**src/rtl/menu_display.sv**
```systemverilog
// Stacked-button start menu: tracks the highlighted entry, blinks it through a
// confirm phase, fires a one-cycle start pulse and renders the menu pixel stream.
`timescale 1ns/1ps
module menu_display #(
    parameter int          NUM_BUTTONS  = 3,
    parameter int          BTN_X        = 380,
    parameter int          BTN_Y0       = 300,
    parameter int          BTN_SPACING  = 120,
    parameter int          BTN_WIDTH    = 200,
    parameter int          BTN_HEIGHT   = 100,
    parameter logic [23:0] BASE_COLOR   = 24'h80_80_80,
    parameter logic [23:0] HILITE_COLOR = 24'hF4_63_05,
    parameter int          ARROW_STEPS  = 4,
    parameter int          ARROW_H      = 60,
    parameter logic [23:0] ARROW_COLOR  = 24'hFF_FF_FF,
    parameter int          BLINK_FRAMES = 30
) (
    input  logic        clk_in,
    input  logic        rst_n_in,
    input  logic [10:0] hcount_in,
    input  logic [9:0]  vcount_in,
    input  logic        new_frame_in,
    input  logic        up_in,
    input  logic        down_in,
    input  logic        select_in,
    input  logic [23:0] img_sprite_in,
    output logic [23:0] display_out,
    output logic [1:0]  sel_idx_out,
    output logic        start_out,
    output logic        busy_out
);

    localparam int              FC_W     = $clog2(BLINK_FRAMES);
    localparam logic [FC_W-1:0] FC_LAST  = FC_W'(BLINK_FRAMES - 1);
    localparam logic [1:0]      SEL_LAST = 2'(NUM_BUTTONS - 1);

    typedef enum logic [1:0] {BROWSE, CONFIRM, FIRE} state_t;

    state_t          state;
    logic [FC_W-1:0] frame_cnt;
    logic            blink_phase;

    // Staircase arrow geometry: column k is 10 px wide, heights shrink left to right.
    function automatic logic [11:0] col_x0(input int k);
        return 12'(BTN_X + BTN_WIDTH / 2 - 20 + 10 * k);
    endfunction

    function automatic logic [11:0] col_h(input int k);
        return 12'(ARROW_H - k * ARROW_H / ARROW_STEPS);
    endfunction

    function automatic logic [11:0] col_yoff(input int k);
        return 12'((BTN_HEIGHT - (ARROW_H - k * ARROW_H / ARROW_STEPS)) / 2);
    endfunction

    always_ff @(posedge clk_in or negedge rst_n_in) begin
        if (!rst_n_in) begin
            state       <= BROWSE;
            sel_idx_out <= 2'd0;
            frame_cnt   <= '0;
            blink_phase <= 1'b0;
            start_out   <= 1'b0;
        end else begin
            start_out <= 1'b0;
            case (state)
                BROWSE: begin
                    if (select_in) begin
                        state       <= CONFIRM;
                        frame_cnt   <= '0;
                        blink_phase <= 1'b0;
                    end else if (up_in && !down_in) begin
                        sel_idx_out <= (sel_idx_out == 2'd0) ? SEL_LAST : sel_idx_out - 2'd1;
                    end else if (down_in && !up_in) begin
                        sel_idx_out <= (sel_idx_out == SEL_LAST) ? 2'd0 : sel_idx_out + 2'd1;
                    end
                end
                CONFIRM: begin
                    if (new_frame_in) begin
                        if (frame_cnt == FC_LAST) begin
                            state     <= FIRE;
                            start_out <= 1'b1;
                        end else begin
                            frame_cnt   <= frame_cnt + FC_W'(1);
                            blink_phase <= ~blink_phase;
                        end
                    end
                end
                FIRE: begin
                    state       <= BROWSE;
                    frame_cnt   <= '0;
                    blink_phase <= 1'b0;
                end
                default: state <= BROWSE;
            endcase
        end
    end

    assign busy_out = (state == CONFIRM) || (state == FIRE);

    logic [11:0] hx, vy, sel_top;
    logic [3:0]  in_btn;
    logic        arrow_hit;
    logic        blank;
    logic [23:0] pix_next;

    assign hx      = {1'b0, hcount_in};
    assign vy      = {2'b0, vcount_in};
    assign sel_top = 12'(BTN_Y0) + 12'(sel_idx_out) * 12'(BTN_SPACING);
    assign blank   = (state == CONFIRM) && blink_phase;

    always_comb begin
        in_btn = 4'b0000;
        for (int i = 0; i < 4; i++) begin
            if (i < NUM_BUTTONS) begin
                in_btn[i] = (hx >= 12'(BTN_X)) && (hx < 12'(BTN_X + BTN_WIDTH)) &&
                            (vy >= 12'(BTN_Y0 + i * BTN_SPACING)) &&
                            (vy < 12'(BTN_Y0 + i * BTN_SPACING + BTN_HEIGHT));
            end
        end

        arrow_hit = 1'b0;
        for (int k = 0; k < ARROW_STEPS; k++) begin
            if ((hx >= col_x0(k)) && (hx < col_x0(k) + 12'd10) &&
                (vy >= sel_top + col_yoff(k)) &&
                (vy < sel_top + col_yoff(k) + col_h(k))) begin
                arrow_hit = 1'b1;
            end
        end
        arrow_hit = arrow_hit && in_btn[sel_idx_out];

        if (img_sprite_in != 24'd0) begin
            pix_next = img_sprite_in;
        end else if (arrow_hit) begin
            pix_next = blank ? 24'd0 : ARROW_COLOR;
        end else if (in_btn[sel_idx_out]) begin
            pix_next = blank ? 24'd0 : HILITE_COLOR;
        end else if (in_btn != 4'b0000) begin
            pix_next = BASE_COLOR;
        end else begin
            pix_next = 24'd0;
        end
    end

    // Output stage: one register between the pixel coordinates and display_out.
    always_ff @(posedge clk_in or negedge rst_n_in) begin
        if (!rst_n_in) begin
            display_out <= 24'd0;
        end else begin
            display_out <= pix_next;
        end
    end

endmodule

```
**config.mk**
```make
export PLATFORM = sky130hd
export DESIGN_NAME = menu_display
export DESIGN_NICKNAME = d
export VERILOG_FILES = /design/src/rtl/menu_display.sv
export SDC_FILE = /design/constraint.sdc
export NUM_CORES = 1
export LEC_CHECK = 0
export CORE_UTILIZATION = 37
export CTS_BUF_LIST = sky130_fd_sc_hd__clkbuf_4 sky130_fd_sc_hd__clkbuf_8
export CTS_CLUSTER_DIAMETER = 60
export DETAILED_ROUTE_END_ITERATION = 10
export PLACE_DENSITY_LB_ADDON = 0.1
export SLEW_MARGIN = 10
export SYNTH_ARGS = -nofsm -noshare
export SYNTH_HDL_FRONTEND = slang
export SYNTH_SLANG_ARGS = --single-unit
```
**constraint.sdc**
```tcl
create_clock -name clk_in -period 7.1 [get_ports clk_in]
set_input_delay 1.775 -clock clk_in [delete_from_list [all_inputs] [get_ports clk_in]]
set_output_delay 1.775 -clock clk_in [all_outputs]
set_load 0.05 [all_outputs]
```
==> PnR_summary.wiki <==
{| class="wikitable"
! Metric !! Value
|-
| Routed metal-1 wire length || 3570 um
|-
| Dominant cells by area after synthesis || sky130_fd_sc_hd__dfrtp_1 (30%), sky130_fd_sc_hd__ha_1 (20%), sky130_fd_sc_hd__o21ai_0 (3.6%)
|-
| Vias in the first global route || 2,657
|-
| Initial antenna violation count || 0
|-
| CTS tree || yes
|-
| Final weighted congestion in routability-driven placement || 0.835
|-
| Pwr per Cell Area || 360 mW/mm2
|-
| Die width || 91.2 um
|-
| Max-Cap Viols || 0
|-
| Worst-case clock buffer depth || 2
|-
| Register share of total power || 18.9%
|-
| Routed via count divided by cell count || 5.32
|-
| Final net count || 508
|-
| RSZ-0062 raised after global routing || no
|-
| Gates resized, CTS repair || 0
|-
| Leading cell types by count after synthesis || sky130_fd_sc_hd__ha_1 (46), sky130_fd_sc_hd__dfrtp_1 (35), sky130_fd_sc_hd__nor2_1 (25)
|-
| Netlist area before placement || 0.00295 mm2
|-
| Internal cell power || 711 uW
|-
| Met2 wire length || 3550 um
|-
| Startpoint type of the worst setup path || flip-flop
|-
| Tot GR Track Use || 19.4%
|-
| Num CTS Buffers || 5
|-
| Largest area contributor in the netlist || sky130_fd_sc_hd__dfrtp_1
|-
| Area fraction of the dominant cell type after synthesis || 29.7%
|-
| Cell with the most instances after synthesis || sky130_fd_sc_hd__ha_1
|-
| Leakage dissipation || 1.69 nW
|-
| Met3 WL || 361 um
|-
| Number of buffer and inverter stages on the critical path || 4
|-
| Switch share || 49.8%
|-
| Starting density of the core || 38.1%
|-
| Worst endpoint data arrival time || 4820 ps
|-
| Cell class contributing the biggest share of worst-path delay || adder cells
|-
| Die area || 0.00832 mm2
|-
| Detailed-router iteration count before antenna repair || 4
|-
| Setup fix buffers added after clock tree synthesis || 0
|-
| Tightest slew margin relative to the limit || 47.9%
|-
| Setup tns final || 0 ps
|-
| Ordered list of cells on the worst path || inv_1, ha_1, inv_1, ha_1, inv_1, ha_1, nand2_1, o21ai_0, xnor2_1, xor2_1, ha_1, nand4_1, o211ai_1, a221oi_1, o41ai_2, buf_4, or2b_1
|-
| Clock input transition at the sequential cells of the worst setup and hold paths || 70 ps
|-
| Part of the Yosys area used for sequential elements || 29.7%
|-
| Yosys Warn Count || 0
|-
| Flop and latch count out of synthesis || 35
|-
| Peak supply drop || 0.000179 V
|-
| Ratio of cells with drive above 1 in the final layout || 7.79%
|-
| Commonest register cell after synthesis || sky130_fd_sc_hd__dfrtp_1
|-
| Number of design rule violations left after detail routing || 0
|-
| Largest stage delay on the critical path || 600 ps
|-
| WL final || 7580 um
|-
| Via count || 2,731
|-
| Total of fill cells in the finished design || 710
|-
| Number of antenna diodes || 0
|-
| Total global routing overflow || 0
|-
| Per-instance average area after synthesis || 8.96 um2
|-
| Routed len/inst || 14.8 um
|-
| Beginning of the worst hold path || state[1]$_DFFE_PN0P_
|-
| H-tree Lvls || 2
|-
| Core Rows || 32
|-
| Maximum clock frequency || 215 MHz
|-
| Buffer type at the clock tree root || sky130_fd_sc_hd__clkbuf_8
|-
| Worst setup path startpoint || sel_idx_out[1]$_DFFE_PN0P_
|-
| Clock Sinks || 35
|-
| CP Capture Type || flip-flop
|-
| Number of pins with negative max-slew slack in the final report || 0
|-
| Maximum number of pins on one net before global-route repair || 36
|-
| Number of enable flip-flop cells after synthesis || 0
|-
| Instance count of the mapped netlist || 329
|-
| Min-Delay Path Class || flip-flop to flip-flop
|-
| Final setup violating endpoints || 0
|-
| Measured slew at the worst slew-check pin || 775 ps
|-
| Final min period || 4660 ps
|-
| Port buffer count || 77
|-
| Layout overhead on the synthesized area || 33.6%
|-
| Insertion delay of the later-clocked pin in the worst-skew pair || 280 ps
|-
| Placeable core region || 0.00773 mm2
|-
| CP max-delay cell || sky130_fd_sc_hd__dfrtp_1
|-
| Die Height || 91.2 um
|-
| Part of the total power dissipated in combinational logic || 71.1%
|-
| Critical Path RT || 7260 ps
|-
| Nets in the synthesized netlist || 426
|-
| Count of hold buffers inserted by post-cts repair || 0
|-
| Most Frequent Cell on Critical Path || sky130_fd_sc_hd__ha_1
|-
| Power share of the clock group || 10.0%
|-
| Highest routed layer || met4
|-
| First-pass GRT wire length || 13,000 um
|-
| WS Path Type || flip-flop to flip-flop
|-
| Max Clock Skew || 10.9 ps
|-
| Hold Fails Final Rpt || 0
|-
| Critical path peak fanout || 15
|-
| Period Utilization, post-route || 65.6%
|-
| I/O pin cnt || 79
|-
| Number of violations reported at the end of detailed-routing iteration 0 || 106
|-
| Post-synthesis cell type count || 51
|-
| Outcome || complete, no violations
|-
| Post-Route Utilization || 50.9%
|-
| DP Wirelength || 5820 um
|-
| Power dissipated by switching net loads || 707 uW
|-
| Detail Route Antenna Nets || 0
|-
| Proportion of register bits with asynchronous set or reset after synthesis || 100%
|-
| Reg-to-Reg Start || sel_idx_out[1]$_DFFE_PN0P_
|}
## registers in the layout, indices dropped and copies added, names as in the netlist
signal	cells
blink_phase	1
display_out	24
frame_cnt	5
sel_idx_out	2
start_out	1
state	2
## cells in the final DEF (no fill, tap or decap), types with 7 or more instances in the layout
cell,count
sky130_fd_sc_hd__nand2b_2,7
sky130_fd_sc_hd__nand2_1,22
sky130_fd_sc_hd__clkdlybuf4s50_1,77
sky130_fd_sc_hd__or2_2,10
sky130_fd_sc_hd__a21oi_1,20
sky130_fd_sc_hd__nor2_1,25
sky130_fd_sc_hd__inv_1,17
sky130_fd_sc_hd__dfrtp_1,35
sky130_fd_sc_hd__o21ai_0,21
sky130_fd_sc_hd__nor3_1,8
sky130_fd_sc_hd__nand2b_1,7
sky130_fd_sc_hd__nand3_1,9
sky130_fd_sc_hd__nand4_1,7
sky130_fd_sc_hd__ha_1,46
sky130_fd_sc_hd__xnor2_1,8
## through the flow
step	instance area [um2]	hold WS (ps)	std cells	power, mW	worst slack (ps)
4_1_cts	3940	540	513	1.42	2480
3_5_place_dp	3850	522	506	1.27	2470
3_3_place_gp	3850	513	506	1.25	2490
6_report	3940	539	513	1.42	2440
2_1_floorplan	2950	486	329	1.02	2970
5_1_grt	3940	559	513	1.58	2110
## logic make-up after synthesis
| logic type | count (synthesis) | share of synthesized area (%) |
|---|---|---|
| and+or+nand+nor | 120 | 22.0 |
| AOI/OAI and AO/OA | 89 | 20.3 |
| adders and majority gates | 46 | 19.5 |
| DFF | 35 | 29.7 |
| buffers and inverters | 22 | 3.06 |
| xor gates and xnor gates | 14 | 4.42 |
| muxes | 3 | 1.02 |
## per-layer routing
metal	track usage, %	vias up
met3	2.60	7
met5	0	-
li1	-	1375
met4	6.08	0
met1	25.7	1270
met2	32.6	79
## worst reg2reg max path, stage by stage, from the launching register on
cell                       delay [ps]
sky130_fd_sc_hd__dfrtp_1          600
sky130_fd_sc_hd__inv_1            410
sky130_fd_sc_hd__ha_1             490
sky130_fd_sc_hd__inv_1             90
sky130_fd_sc_hd__ha_1             430
sky130_fd_sc_hd__inv_1            130
sky130_fd_sc_hd__ha_1             220
sky130_fd_sc_hd__nand2_1           60
sky130_fd_sc_hd__o21ai_0          150
sky130_fd_sc_hd__xnor2_1          210
sky130_fd_sc_hd__xor2_1           200
sky130_fd_sc_hd__ha_1             300
sky130_fd_sc_hd__nand4_1           90
sky130_fd_sc_hd__o211ai_1         210
sky130_fd_sc_hd__a221oi_1         130
sky130_fd_sc_hd__o41ai_2          270
sky130_fd_sc_hd__buf_4            280
sky130_fd_sc_hd__or2b_1           250
## power by group through the flow
stage	registers, mW	clock network (mW)	logic, mW
after global routing	0.274	0.155	1.15
after global placement	0.271	0	0.983
after detailed placement	0.271	0	0.996
after CTS	0.268	0.147	1.00
after floorplan	0.304	0	0.715
final	0.268	0.142	1.01
## cell type report
| class | instances | area [um2] | share of cell area (%) |
|---|---|---|---|
| multi-input combinational | 272 | 1990 | 50.5 |
| sequential | 35 | 876 | 22.3 |
| timing repair buffer | 80 | 793 | 20.2 |
| tap | 102 | 128 | 3.24 |
| clock buffer | 6 | 82.6 | 2.10 |
| inverter | 17 | 63.8 | 1.62 |
| clock inverter | 1 | 5.00 | 0.127 |
## worst paths after layout
kind / depth (start not counted) / end / slack (ps)
max in group asynchronous: 2 / display_out[2]$_DFF_PN0_ / 4870
setup / recovery: 17 / display_out[1]$_DFF_PN0_ / 2440
hold / removal: 1 / state[1]$_DFFE_PN0P_ / 540
hold reg to reg: 1 / state[1]$_DFFE_PN0P_ / 540
min in group asynchronous: 2 / start_out$_DFF_PN0_ / 1910
setup reg to reg: 17 / display_out[1]$_DFF_PN0_ / 2440
No activity file was read; power rests on OpenSTA's default activity.
